===== src/rtl/cordic_sincos_if.sv =====
// Stream bundle for cordic_sincos: phase input channel and {sin, cos} result channel.
interface cordic_sincos_if #(
  parameter int unsigned WIDTH  = 16,
  parameter int unsigned USER_W = 4
);
  logic [WIDTH-1:0]   s_axis_phase_tdata;
  logic               s_axis_phase_tvalid;
  logic [USER_W-1:0]  s_axis_phase_tuser;
  logic [2*WIDTH-1:0] m_axis_dout_tdata;
  logic               m_axis_dout_tvalid;
  logic [USER_W-1:0]  m_axis_dout_tuser;

  // Core side: consumes phases, produces results
  modport slave (
    input  s_axis_phase_tdata, s_axis_phase_tvalid, s_axis_phase_tuser,
    output m_axis_dout_tdata, m_axis_dout_tvalid, m_axis_dout_tuser
  );

  // Client side: issues phases, observes results
  modport master (
    output s_axis_phase_tdata, s_axis_phase_tvalid, s_axis_phase_tuser,
    input  m_axis_dout_tdata, m_axis_dout_tvalid, m_axis_dout_tuser
  );
endinterface


===== src/rtl/cordic_sincos.sv =====
// Iterative rotation-mode CORDIC producing {sin, cos} of a Q3 phase, one micro-rotation per cycle.
// Optional sticky overrun flag output enabled by defining CORDIC_DROP_FLAG_EN.
module cordic_sincos #(
  parameter int unsigned WIDTH  = 16,
  parameter int unsigned ITERS  = 14,
  parameter int unsigned USER_W = 4
) (
  input  logic            clk,
  input  logic            rst,
  cordic_sincos_if.slave  bus,
  output logic            busy
`ifdef CORDIC_DROP_FLAG_EN
  ,
  output logic            drop
`endif
);

  localparam int unsigned DW    = WIDTH + 2;
  localparam int unsigned CNT_W = $clog2(ITERS);
  localparam int unsigned SH_Z  = 30 - (WIDTH - 3);
  localparam int unsigned SH_X  = 30 - (WIDTH - 2);

  localparam logic [0:0] S_IDLE = 1'b0;
  localparam logic [0:0] S_ROT  = 1'b1;

  // Round-to-nearest rescale of a Q30 constant down to the working fraction width
  function automatic longint unsigned rnd_q30(input longint unsigned v, input int unsigned sh);
    return (v + (64'd1 << (sh - 1))) >> sh;
  endfunction

  // atan(2^-i) in Q30 radians
  function automatic longint unsigned atan_q30(input int unsigned i);
    case (i)
      0:  return 64'h3243F6A8;
      1:  return 64'h1DAC6705;
      2:  return 64'h0FADBAFC;
      3:  return 64'h07F56EA6;
      4:  return 64'h03FEAB76;
      5:  return 64'h01FFD55B;
      6:  return 64'h00FFFAAA;
      7:  return 64'h007FFF55;
      8:  return 64'h003FFFEA;
      9:  return 64'h001FFFFD;
      default: return (i <= 30) ? (64'd1 << (30 - i)) - 64'd1 : 64'd0;
    endcase
  endfunction

  localparam logic signed [DW-1:0] PI_Z    = DW'(rnd_q30(64'hC90FDAA2, SH_Z));
  localparam logic signed [DW-1:0] HALF_Z  = DW'(rnd_q30(64'h6487ED51, SH_Z));
  localparam logic signed [DW-1:0] NHALF_Z = -HALF_Z;
  localparam logic signed [DW-1:0] K_X     = DW'(rnd_q30(64'h26DD3B6A, SH_X));
  localparam logic signed [DW-1:0] SAT_MAX = DW'((2 ** (WIDTH - 1)) - 1);
  localparam logic signed [DW-1:0] SAT_MIN = -SAT_MAX - DW'(1);

  function automatic logic [WIDTH-1:0] sat(input logic signed [DW-1:0] v);
    if (v > SAT_MAX) return WIDTH'(SAT_MAX);
    if (v < SAT_MIN) return WIDTH'(SAT_MIN);
    return WIDTH'(v);
  endfunction

  logic signed [DW-1:0] atan_tab [ITERS];
  for (genvar g = 0; g < ITERS; g++) begin : g_atan
    assign atan_tab[g] = DW'(rnd_q30(atan_q30(g), SH_Z));
  end

  logic [0:0]           state_q, state_d;
  logic [CNT_W-1:0]     cnt_q, cnt_d;
  logic signed [DW-1:0] x_q, x_d, y_q, y_d, z_q, z_d;
  logic                 neg_q, neg_d;
  logic [USER_W-1:0]    tag_q, tag_d;
  logic                 tvalid_q, tvalid_d;
  logic [2*WIDTH-1:0]   tdata_q, tdata_d;
  logic [USER_W-1:0]    tuser_q, tuser_d;
  logic                 busy_q, busy_d;
`ifdef CORDIC_DROP_FLAG_EN
  logic                 drop_q, drop_d;
`endif

  logic signed [DW-1:0] phase_ext, x_rot, y_rot, z_rot, x_sh, y_sh;
  logic [WIDTH-1:0]     sin_sat, cos_sat;

  // One micro-rotation from the current x/y/z, plus folded-sign final outputs
  always_comb begin
    phase_ext = DW'($signed(bus.s_axis_phase_tdata));
    x_sh      = x_q >>> cnt_q;
    y_sh      = y_q >>> cnt_q;
    if (!z_q[DW-1]) begin
      x_rot = x_q - y_sh;
      y_rot = y_q + x_sh;
      z_rot = z_q - atan_tab[cnt_q];
    end else begin
      x_rot = x_q + y_sh;
      y_rot = y_q - x_sh;
      z_rot = z_q + atan_tab[cnt_q];
    end
    sin_sat = sat(neg_q ? -y_rot : y_rot);
    cos_sat = sat(neg_q ? -x_rot : x_rot);
  end

  // Next-state and output logic
  always_comb begin
    state_d  = state_q;
    cnt_d    = cnt_q;
    x_d      = x_q;
    y_d      = y_q;
    z_d      = z_q;
    neg_d    = neg_q;
    tag_d    = tag_q;
    tvalid_d = 1'b0;
    tdata_d  = tdata_q;
    tuser_d  = tuser_q;
`ifdef CORDIC_DROP_FLAG_EN
    drop_d   = drop_q;
`endif
    case (state_q)
      S_IDLE: begin
        if (bus.s_axis_phase_tvalid) begin
          state_d = S_ROT;
          cnt_d   = '0;
          tag_d   = bus.s_axis_phase_tuser;
          x_d     = K_X;
          y_d     = '0;
          if (phase_ext > HALF_Z) begin
            z_d   = phase_ext - PI_Z;
            neg_d = 1'b1;
          end else if (phase_ext < NHALF_Z) begin
            z_d   = phase_ext + PI_Z;
            neg_d = 1'b1;
          end else begin
            z_d   = phase_ext;
            neg_d = 1'b0;
          end
        end
      end
      S_ROT: begin
        x_d   = x_rot;
        y_d   = y_rot;
        z_d   = z_rot;
        cnt_d = cnt_q + CNT_W'(1);
`ifdef CORDIC_DROP_FLAG_EN
        if (bus.s_axis_phase_tvalid) drop_d = 1'b1;
`endif
        if (cnt_q == CNT_W'(ITERS - 1)) begin
          state_d  = S_IDLE;
          cnt_d    = '0;
          tvalid_d = 1'b1;
          tdata_d  = {sin_sat, cos_sat};
          tuser_d  = tag_q;
        end
      end
      default: state_d = S_IDLE;
    endcase
    busy_d = (state_d == S_ROT);
  end

  always_ff @(posedge clk or posedge rst) begin
    if (rst) begin
      state_q  <= S_IDLE;
      cnt_q    <= '0;
      x_q      <= '0;
      y_q      <= '0;
      z_q      <= '0;
      neg_q    <= 1'b0;
      tag_q    <= '0;
      tvalid_q <= 1'b0;
      tdata_q  <= '0;
      tuser_q  <= '0;
      busy_q   <= 1'b0;
`ifdef CORDIC_DROP_FLAG_EN
      drop_q   <= 1'b0;
`endif
    end else begin
      state_q  <= state_d;
      cnt_q    <= cnt_d;
      x_q      <= x_d;
      y_q      <= y_d;
      z_q      <= z_d;
      neg_q    <= neg_d;
      tag_q    <= tag_d;
      tvalid_q <= tvalid_d;
      tdata_q  <= tdata_d;
      tuser_q  <= tuser_d;
      busy_q   <= busy_d;
`ifdef CORDIC_DROP_FLAG_EN
      drop_q   <= drop_d;
`endif
    end
  end

  assign bus.m_axis_dout_tvalid = tvalid_q;
  assign bus.m_axis_dout_tdata  = tdata_q;
  assign bus.m_axis_dout_tuser  = tuser_q;
  assign busy                   = busy_q;
`ifdef CORDIC_DROP_FLAG_EN
  assign drop                   = drop_q;
`endif

endmodule

===== src/flat_wrapper.sv =====
// flat-port wrapper written by rule: the top's interface ports become plain ports
module cordic_sincos_flat 
#(
  parameter int unsigned WIDTH  = 16,
  parameter int unsigned ITERS  = 14,
  parameter int unsigned USER_W = 4
)
  (clk, rst, busy, bus_s_axis_phase_tdata, bus_s_axis_phase_tvalid, bus_s_axis_phase_tuser, bus_m_axis_dout_tdata, bus_m_axis_dout_tvalid, bus_m_axis_dout_tuser);
  cordic_sincos_if #(.WIDTH(WIDTH), .USER_W(USER_W)) bus_i ();
  input  logic clk;
  input  logic rst;
  output logic busy;
  input wire logic [$bits(bus_i.s_axis_phase_tdata)-1:0] bus_s_axis_phase_tdata;
  input wire logic [$bits(bus_i.s_axis_phase_tvalid)-1:0] bus_s_axis_phase_tvalid;
  input wire logic [$bits(bus_i.s_axis_phase_tuser)-1:0] bus_s_axis_phase_tuser;
  output wire logic [$bits(bus_i.m_axis_dout_tdata)-1:0] bus_m_axis_dout_tdata;
  output wire logic [$bits(bus_i.m_axis_dout_tvalid)-1:0] bus_m_axis_dout_tvalid;
  output wire logic [$bits(bus_i.m_axis_dout_tuser)-1:0] bus_m_axis_dout_tuser;
  assign bus_i.s_axis_phase_tdata = bus_s_axis_phase_tdata;
  assign bus_i.s_axis_phase_tvalid = bus_s_axis_phase_tvalid;
  assign bus_i.s_axis_phase_tuser = bus_s_axis_phase_tuser;
  assign bus_m_axis_dout_tdata = bus_i.m_axis_dout_tdata;
  assign bus_m_axis_dout_tvalid = bus_i.m_axis_dout_tvalid;
  assign bus_m_axis_dout_tuser = bus_i.m_axis_dout_tuser;
  cordic_sincos #(.WIDTH(WIDTH), .ITERS(ITERS), .USER_W(USER_W)) u_core (.clk(clk), .rst(rst), .bus(bus_i), .busy(busy));
endmodule

===== config.mk =====
export PLATFORM = sky130hd
export DESIGN_NAME = cordic_sincos_flat
export DESIGN_NICKNAME = d
export VERILOG_FILES = /design/src/rtl/cordic_sincos_if.sv /design/src/rtl/cordic_sincos.sv /design/src/flat_wrapper.sv
export SDC_FILE = /design/constraint.sdc
export NUM_CORES = 1
export LEC_CHECK = 0
export ABC_AREA = 1
export CORE_ASPECT_RATIO = 0.7
export CORE_MARGIN = 3
export CORE_UTILIZATION = 45
export CTS_CLUSTER_DIAMETER = 40
export DETAILED_ROUTE_END_ITERATION = 16
export GPL_ROUTABILITY_DRIVEN = 0
export PLACE_DENSITY = 0.63
export SYNTH_ARGS = -nofsm -noshare
export SYNTH_HDL_FRONTEND = slang
export SYNTH_SLANG_ARGS = --single-unit

===== constraint.sdc =====
create_clock -name clk -period 6.3 [get_ports clk]
set_clock_uncertainty 0.05 [all_clocks]
set_input_delay 1.26 -clock clk [delete_from_list [all_inputs] [get_ports clk]]
set_output_delay 1.26 -clock clk [all_outputs]
set_load 0.02 [all_outputs]

# Word level (Yosys, flattened, before mapping)
# Memory sizes are Yosys's and may differ from the RTL's.
# Cells that the tools add are included.
dict set report word_totals {
  reg_bits 101
  romBits 288
  inputBits 23
  out_inout_bits 38
  word_cells 76
  memories 1
}
dict set report op_classes {
  add_sub_neg 11
  magnitude_cmp 7
  n_eq_ne 2
  n_shift 2
  muxes 39
  n_bitwise 2
  reduce_logical 2
}
# name words word_bits rd rd_ports_with_merged_regs wr line_no
set mem_list {}
lappend mem_list {{(name not given)} 16 18 1 0 0 cordic_sincos.sv:90} ;# z_rot = z_q - atan_tab[cnt_q];
# op count
set ops {}
lappend ops {{18-bit 2-to-1 mux} 12}
lappend ops {{16-bit 2-to-1 mux} 8}
lappend ops {{18-bit case mux with 2 select lines} 3}
lappend ops {{18-bit adder} 3}
lappend ops {{18-bit subtractor} 3}
lappend ops {{18-bit by 16-bit > comparator with 1-bit output, second input constant} 2}
lappend ops {{18-bit by 16-bit < comparator with 1-bit output, second input constant} 2}
lappend ops {{18-bit negation} 2}
lappend ops {{18-bit by 4-bit >>> shifter with 18-bit output} 2}
lappend ops {{16-bit by 16-bit adder with 17-bit output, second input constant} 1}
lappend ops {{16-bit by 16-bit subtractor with 17-bit output, second input constant} 1}
lappend ops {{16-bit by 15-bit > comparator with 1-bit output, second input constant} 1}
lappend ops {{16-bit by 15-bit < comparator with 1-bit output, second input constant} 1}
lappend ops {{1-bit 2-to-1 mux} 12}
lappend ops {{4-bit 2-to-1 mux} 2}
lappend ops {{4-bit case mux with 2 select lines} 1}
lappend ops {{5-bit greater-or-equal comparator, second input constant} 1}
lappend ops {{4-bit inverter with 5-bit output} 1}
lappend ops {{4-bit by 1-bit adder with 4-bit output, second input constant} 1}
lappend ops {{4-bit equality test, second input constant} 1}
lappend ops {{2-bit AND reduction} 2}
lappend ops {{2-bit inequality test, second input constant} 1}
lappend ops {{1-bit case mux with 2 select lines} 1}
lappend ops {{1-bit inverter} 1}

# Longest topological paths before layout
dict set report depth {
  word_depth 10
  ltp_mapped 41
  depth_no_buf 38
}

# Least setup slack after synthesis
# Ideal clock, no wire load.
dict set report synth_path {
  kind {register to register}
  from {register u_core.cnt_q[0]}
  to {register u_core.tdata_q[17], in the netlist u_core.bus.m_axis_dout_tdata[17]}
  setup_time_ns 0.120
  arrival_time_ns 4.230
  t_required_ns 6.130
  slack_ns 1.899
  path_stages_with_launch 35
  n_path_buf 4
  period_less_slack_ns 4.401
  cell_sequence {dfrtp_1 buf_6 inv_2 buf_6 buf_6 nand2_2 nand3_2 nand3_1 nand3_1 nand2_1 inv_1 nand3_1 or3b_2 nor3_1 a21oi_1 xnor2_1 ha_1 nand2_1 nor2_1 nand4_1 nand3_1 nand2_1 nand2_1 inv_1 nor2_1 nand2_1 nor2_1 nand4_1 nand2_1 nand3_2 nand3_2 nand2_1 inv_2 buf_6 a21oi_2}
}
dict set report synth_between {
  elab_chain_len 10
  elab_cells_between_ends 16
  cone_classes {add/sub (3); order compare (2); eq/ne (1); shift (1); mux (8); reduce/logical (1)}
}
# item line_no
set synth_lines {}
lappend synth_lines {{start, declared} cordic_sincos.sv:67} ;# logic [CNT_W-1:0] cnt_q, cnt_d;
lappend synth_lines {{start signal, assigned} cordic_sincos.sv:174} ;# cnt_q <= cnt_d;
lappend synth_lines {{18-bit by 4-bit >>> shifter with 18-bit output} cordic_sincos.sv:85} ;# x_sh = x_q >>> cnt_q;
lappend synth_lines {{18-bit adder / 18-bit subtractor (equally long branches)} {cordic_sincos.sv:89, cordic_sincos.sv:93}}
lappend synth_lines {{18-bit 2-to-1 mux} cordic_sincos.sv:87} ;# if (!z_q[DW-1]) begin
lappend synth_lines {{18-bit negation} cordic_sincos.sv:96} ;# sin_sat = sat(neg_q ? -y_rot : y_rot);
lappend synth_lines {{18-bit 2-to-1 mux} cordic_sincos.sv:96}
lappend synth_lines {{18-bit by 16-bit < comparator with 1-bit output} cordic_sincos.sv:57} ;# if (v < SAT_MIN) return WIDTH'(SAT_MIN);
lappend synth_lines {{1-bit 2-to-1 mux (2 in a row)} cordic_sincos.sv:57}
lappend synth_lines {{16-bit 2-to-1 mux} cordic_sincos.sv:58} ;# return WIDTH'(v);
lappend synth_lines {{16-bit 2-to-1 mux} cordic_sincos.sv:57}
lappend synth_lines {{end signal, assigned} cordic_sincos.sv:181} ;# tdata_q <= tdata_d;
lappend synth_lines {{end, declared} cordic_sincos.sv:72} ;# logic [2*WIDTH-1:0] tdata_q, tdata_d;
# Several ways; a longest one is shown, not always the timed one. The select of a mux whose other input is x is not followed.
# A chain may end at the register's enable or synchronous reset.

# Worst setup path in the final report
dict set report layout_path {
  from {register u_core.cnt_q[1]}
  to {register u_core.tdata_q[21], in the netlist u_core.bus.m_axis_dout_tdata[21]}
}
# Same word-level chain as after synthesis.

==> reports/metrics.yaml <==
run_status:
  run_status: "completed"
clock_network:
  postCtsSetupRepairBufs: 0
  clock_latency_ns: 0.38
  ctsResizeCount: 0
  clockBufferDepth: 2
  cts_buffers: 9
  htree_levels: 3
  hold_buffers: 0
  clkTransAtPathRegs_ns: 0.08
  clock-sinks: 101
  root_buffer: "clkbuf_16"
  cts_tree: "built"
synth:
  synth.area.top_cells: "dfrtp_1 23%, nand2_1 19%, ha_1 7.9%"
  synth_area_um2: 11100
  ys.flop_type: "dfrtp_1"
  synth_largest_area_cell: "dfrtp_1"
  yosys.area_share.simple_pct: 36.2
  synth.top_cell.area_share_pct: 22.8
  netlist_instances: 1773
  yosysSeqAreaShare_pct: 22.8
  muxShareOfSynthArea_pct: 0
  synth-xor-area-share_pct: 6.57
  synth_edf_count: 0
  synth_top_family_by_area: "simple AND/OR/NAND/NOR gates"
  synth_nets: 1869
  syn_avg_cell_area_um2: 6.24
  async_flop_share_pct: 100
  yosysWarnings: 0
  synth_seq_cells: 101
  synth_compound_area_share_pct: 16.3
  synthAdderAreaFrac_pct: 8.46
  synth.distinct_cells: 48
sta:
  setup_tns_ns: 0
  slew_violations: 0
  fin_crit_sh_pct: 89.2
  period_minus_slack_ns: 5.62
  hold_viol_final: 0
  fmax_mhz: 178
  worstMarginPinSlew_ns: 1.26
  setup_ws_ns: 0.683
  rsz0062_at_grt: "false"
  relSlewSlack_pct: 14.7
  setup_viol: 0
global_routing:
  grt_pass1_vias: 10400
  use_met1_pct: 44.5
  antenna_found_initial: 0
  grt-busiest-layer: "met1"
  grt_use_met2_pct: 34.8
  met3_usage_pct: 6.87
  grt-ovfl-total: 0
  grt_use_total_pct: 27.2
  grt_pass1_wl_mm: 57.6
  grt_max_degree: 73
cells_and_area:
  antenna_cells: 0
  drive_gt1_share_pct: 5.87
  area_growth_pct: 10.0
  final_cell_mix: "558 x nand2_1, 184 x inv_1, 139 x nor2_1"
  fin_area_um2: 12200
  nets: 1897
  final_cells: 2123
  final_common_cell: "nand2_1"
min_path:
  hp-class: "reg2reg"
  hold_depth: 2
placement:
  dpl_cell_area_um2: 11900
  dp.cells: 2108
  place_ws_ns: 0.784
  io_buffers: 60
  dpl.hpwl_mm: 27.9
setup_path:
  crit_path_frequent_cell: "nand2_1"
  slowest_delay_ns: 0.60
  crit_required_ns: 6.50
  end_kind: "flip-flop"
  r2r_cells: 25
  critPathArrivalTime_ns: 5.82
  crit_slowest_cell: "dfrtp_1"
  critPathLaunchType: "flip-flop"
  cp_max_fo: 24
  path_class: "reg2reg"
detailed_routing:
  drc: 0
  routedWlPerCell_um: 17.1
  drtPass1Iterations: 5
  drt-initial-drc-count: 1471
  ant_nets: 0
  via_count: 11800
  vias_per_cell: 5.56
  wl_mm: 36.4
die:
  core_area_um2: 23900
  fp.dieArea_um2: 26500
  rows: 47
  initial_core_util_pct: 46.3
  die_x_um: 193
  io_pins: 61
  die_height_um: 137
run:
  drv_cap: 0
routing by layer:
layer / vias up / share of wire [%]
met5: - / 0
met2: 570 / 36
li1: 5858 / -
met4: 0 / 1.1
met1: 5350 / 52
met3: 34 / 11
path summary, 6_finish.rpt:
check                                startpoint                               end  slack [ns]
worst max register to register  u_core.cnt_q[1]  u_core.bus.m_axis_dout_tdata[21]        0.68
worst max-delay path            u_core.cnt_q[1]  u_core.bus.m_axis_dout_tdata[21]        0.68
max in group asynchronous                   rst                     u_core.x_q[2]        3.77
worst min-delay path            u_core.tag_q[2]                   u_core.tag_q[2]        0.43
worst min register to register  u_core.tag_q[2]                   u_core.tag_q[2]        0.43
min in group asynchronous                   rst  u_core.bus.m_axis_dout_tdata[19]        1.41
cells by family (layout without fill, tap and decap cells):
family	Yosys count	count (layout)
compound gates	319	319
xor+xnor	83	83
fa+ha+maj	73	73
buf+inv	258	290
flops	101	101
simple gates	939	939
cells in the mapped netlist, types with 14 or more instances:
library cell / number
buf_2: 15
inv_1: 185
clkbuf_1: 23
nand4_1: 19
a31oi_1: 18
nand3_1: 138
nand3b_1: 14
ha_1: 70
a21oi_1: 111
dfrtp_1: 101
nand2_2: 24
nor2_1: 141
nor3_1: 14
xnor2_1: 28
xor2_1: 55
nand2_1: 558
o21ai_1: 17
o22ai_1: 30
o21ai_0: 97
cell type report:
type                    count  area [um^2]
inverters                 197          744
multi-input cells        1414         7480
clock inverters             6         61.3
clock buffers               9          225
well taps                 318          398
fillers                  2539        11700
flip-flops and latches    101         2530
repair buffers             78          736
per-stage QoR:
stage          util [%]  hold slack [ns]
2_1_floorplan         -            0.392
3_3_place_gp       49.8            0.409
3_5_place_dp       49.8            0.411
4_1_cts            51.0            0.437
5_1_grt            51.0            0.466
6_report           51.0            0.430
sequential cells by signal, indices dropped and copies added, names as in the netlist, 4 cells and up:
register,count
u_core.z_q,18
u_core.y_q,18
u_core.x_q,18
u_core.cnt_q,4
u_core.bus.m_axis_dout_tdata,32
u_core.bus.m_axis_dout_tuser,4
u_core.tag_q,4
worst max-delay path, delay by kind of cell (launching register included):
kind | cells | cell delay [ns]
xor gates and xnor gates | 2 | 0.55
buffers and inverters | 4 | 1.00
DFF | 1 | 0.60
and+or+nand+nor | 13 | 2.00
AOI/OAI and AO/OA | 5 | 0.95
adders and majority gates | 1 | 0.35
Power is not shown: default switching activity piles up to over one toggle a cycle in this logic, so the estimate is an artifact.
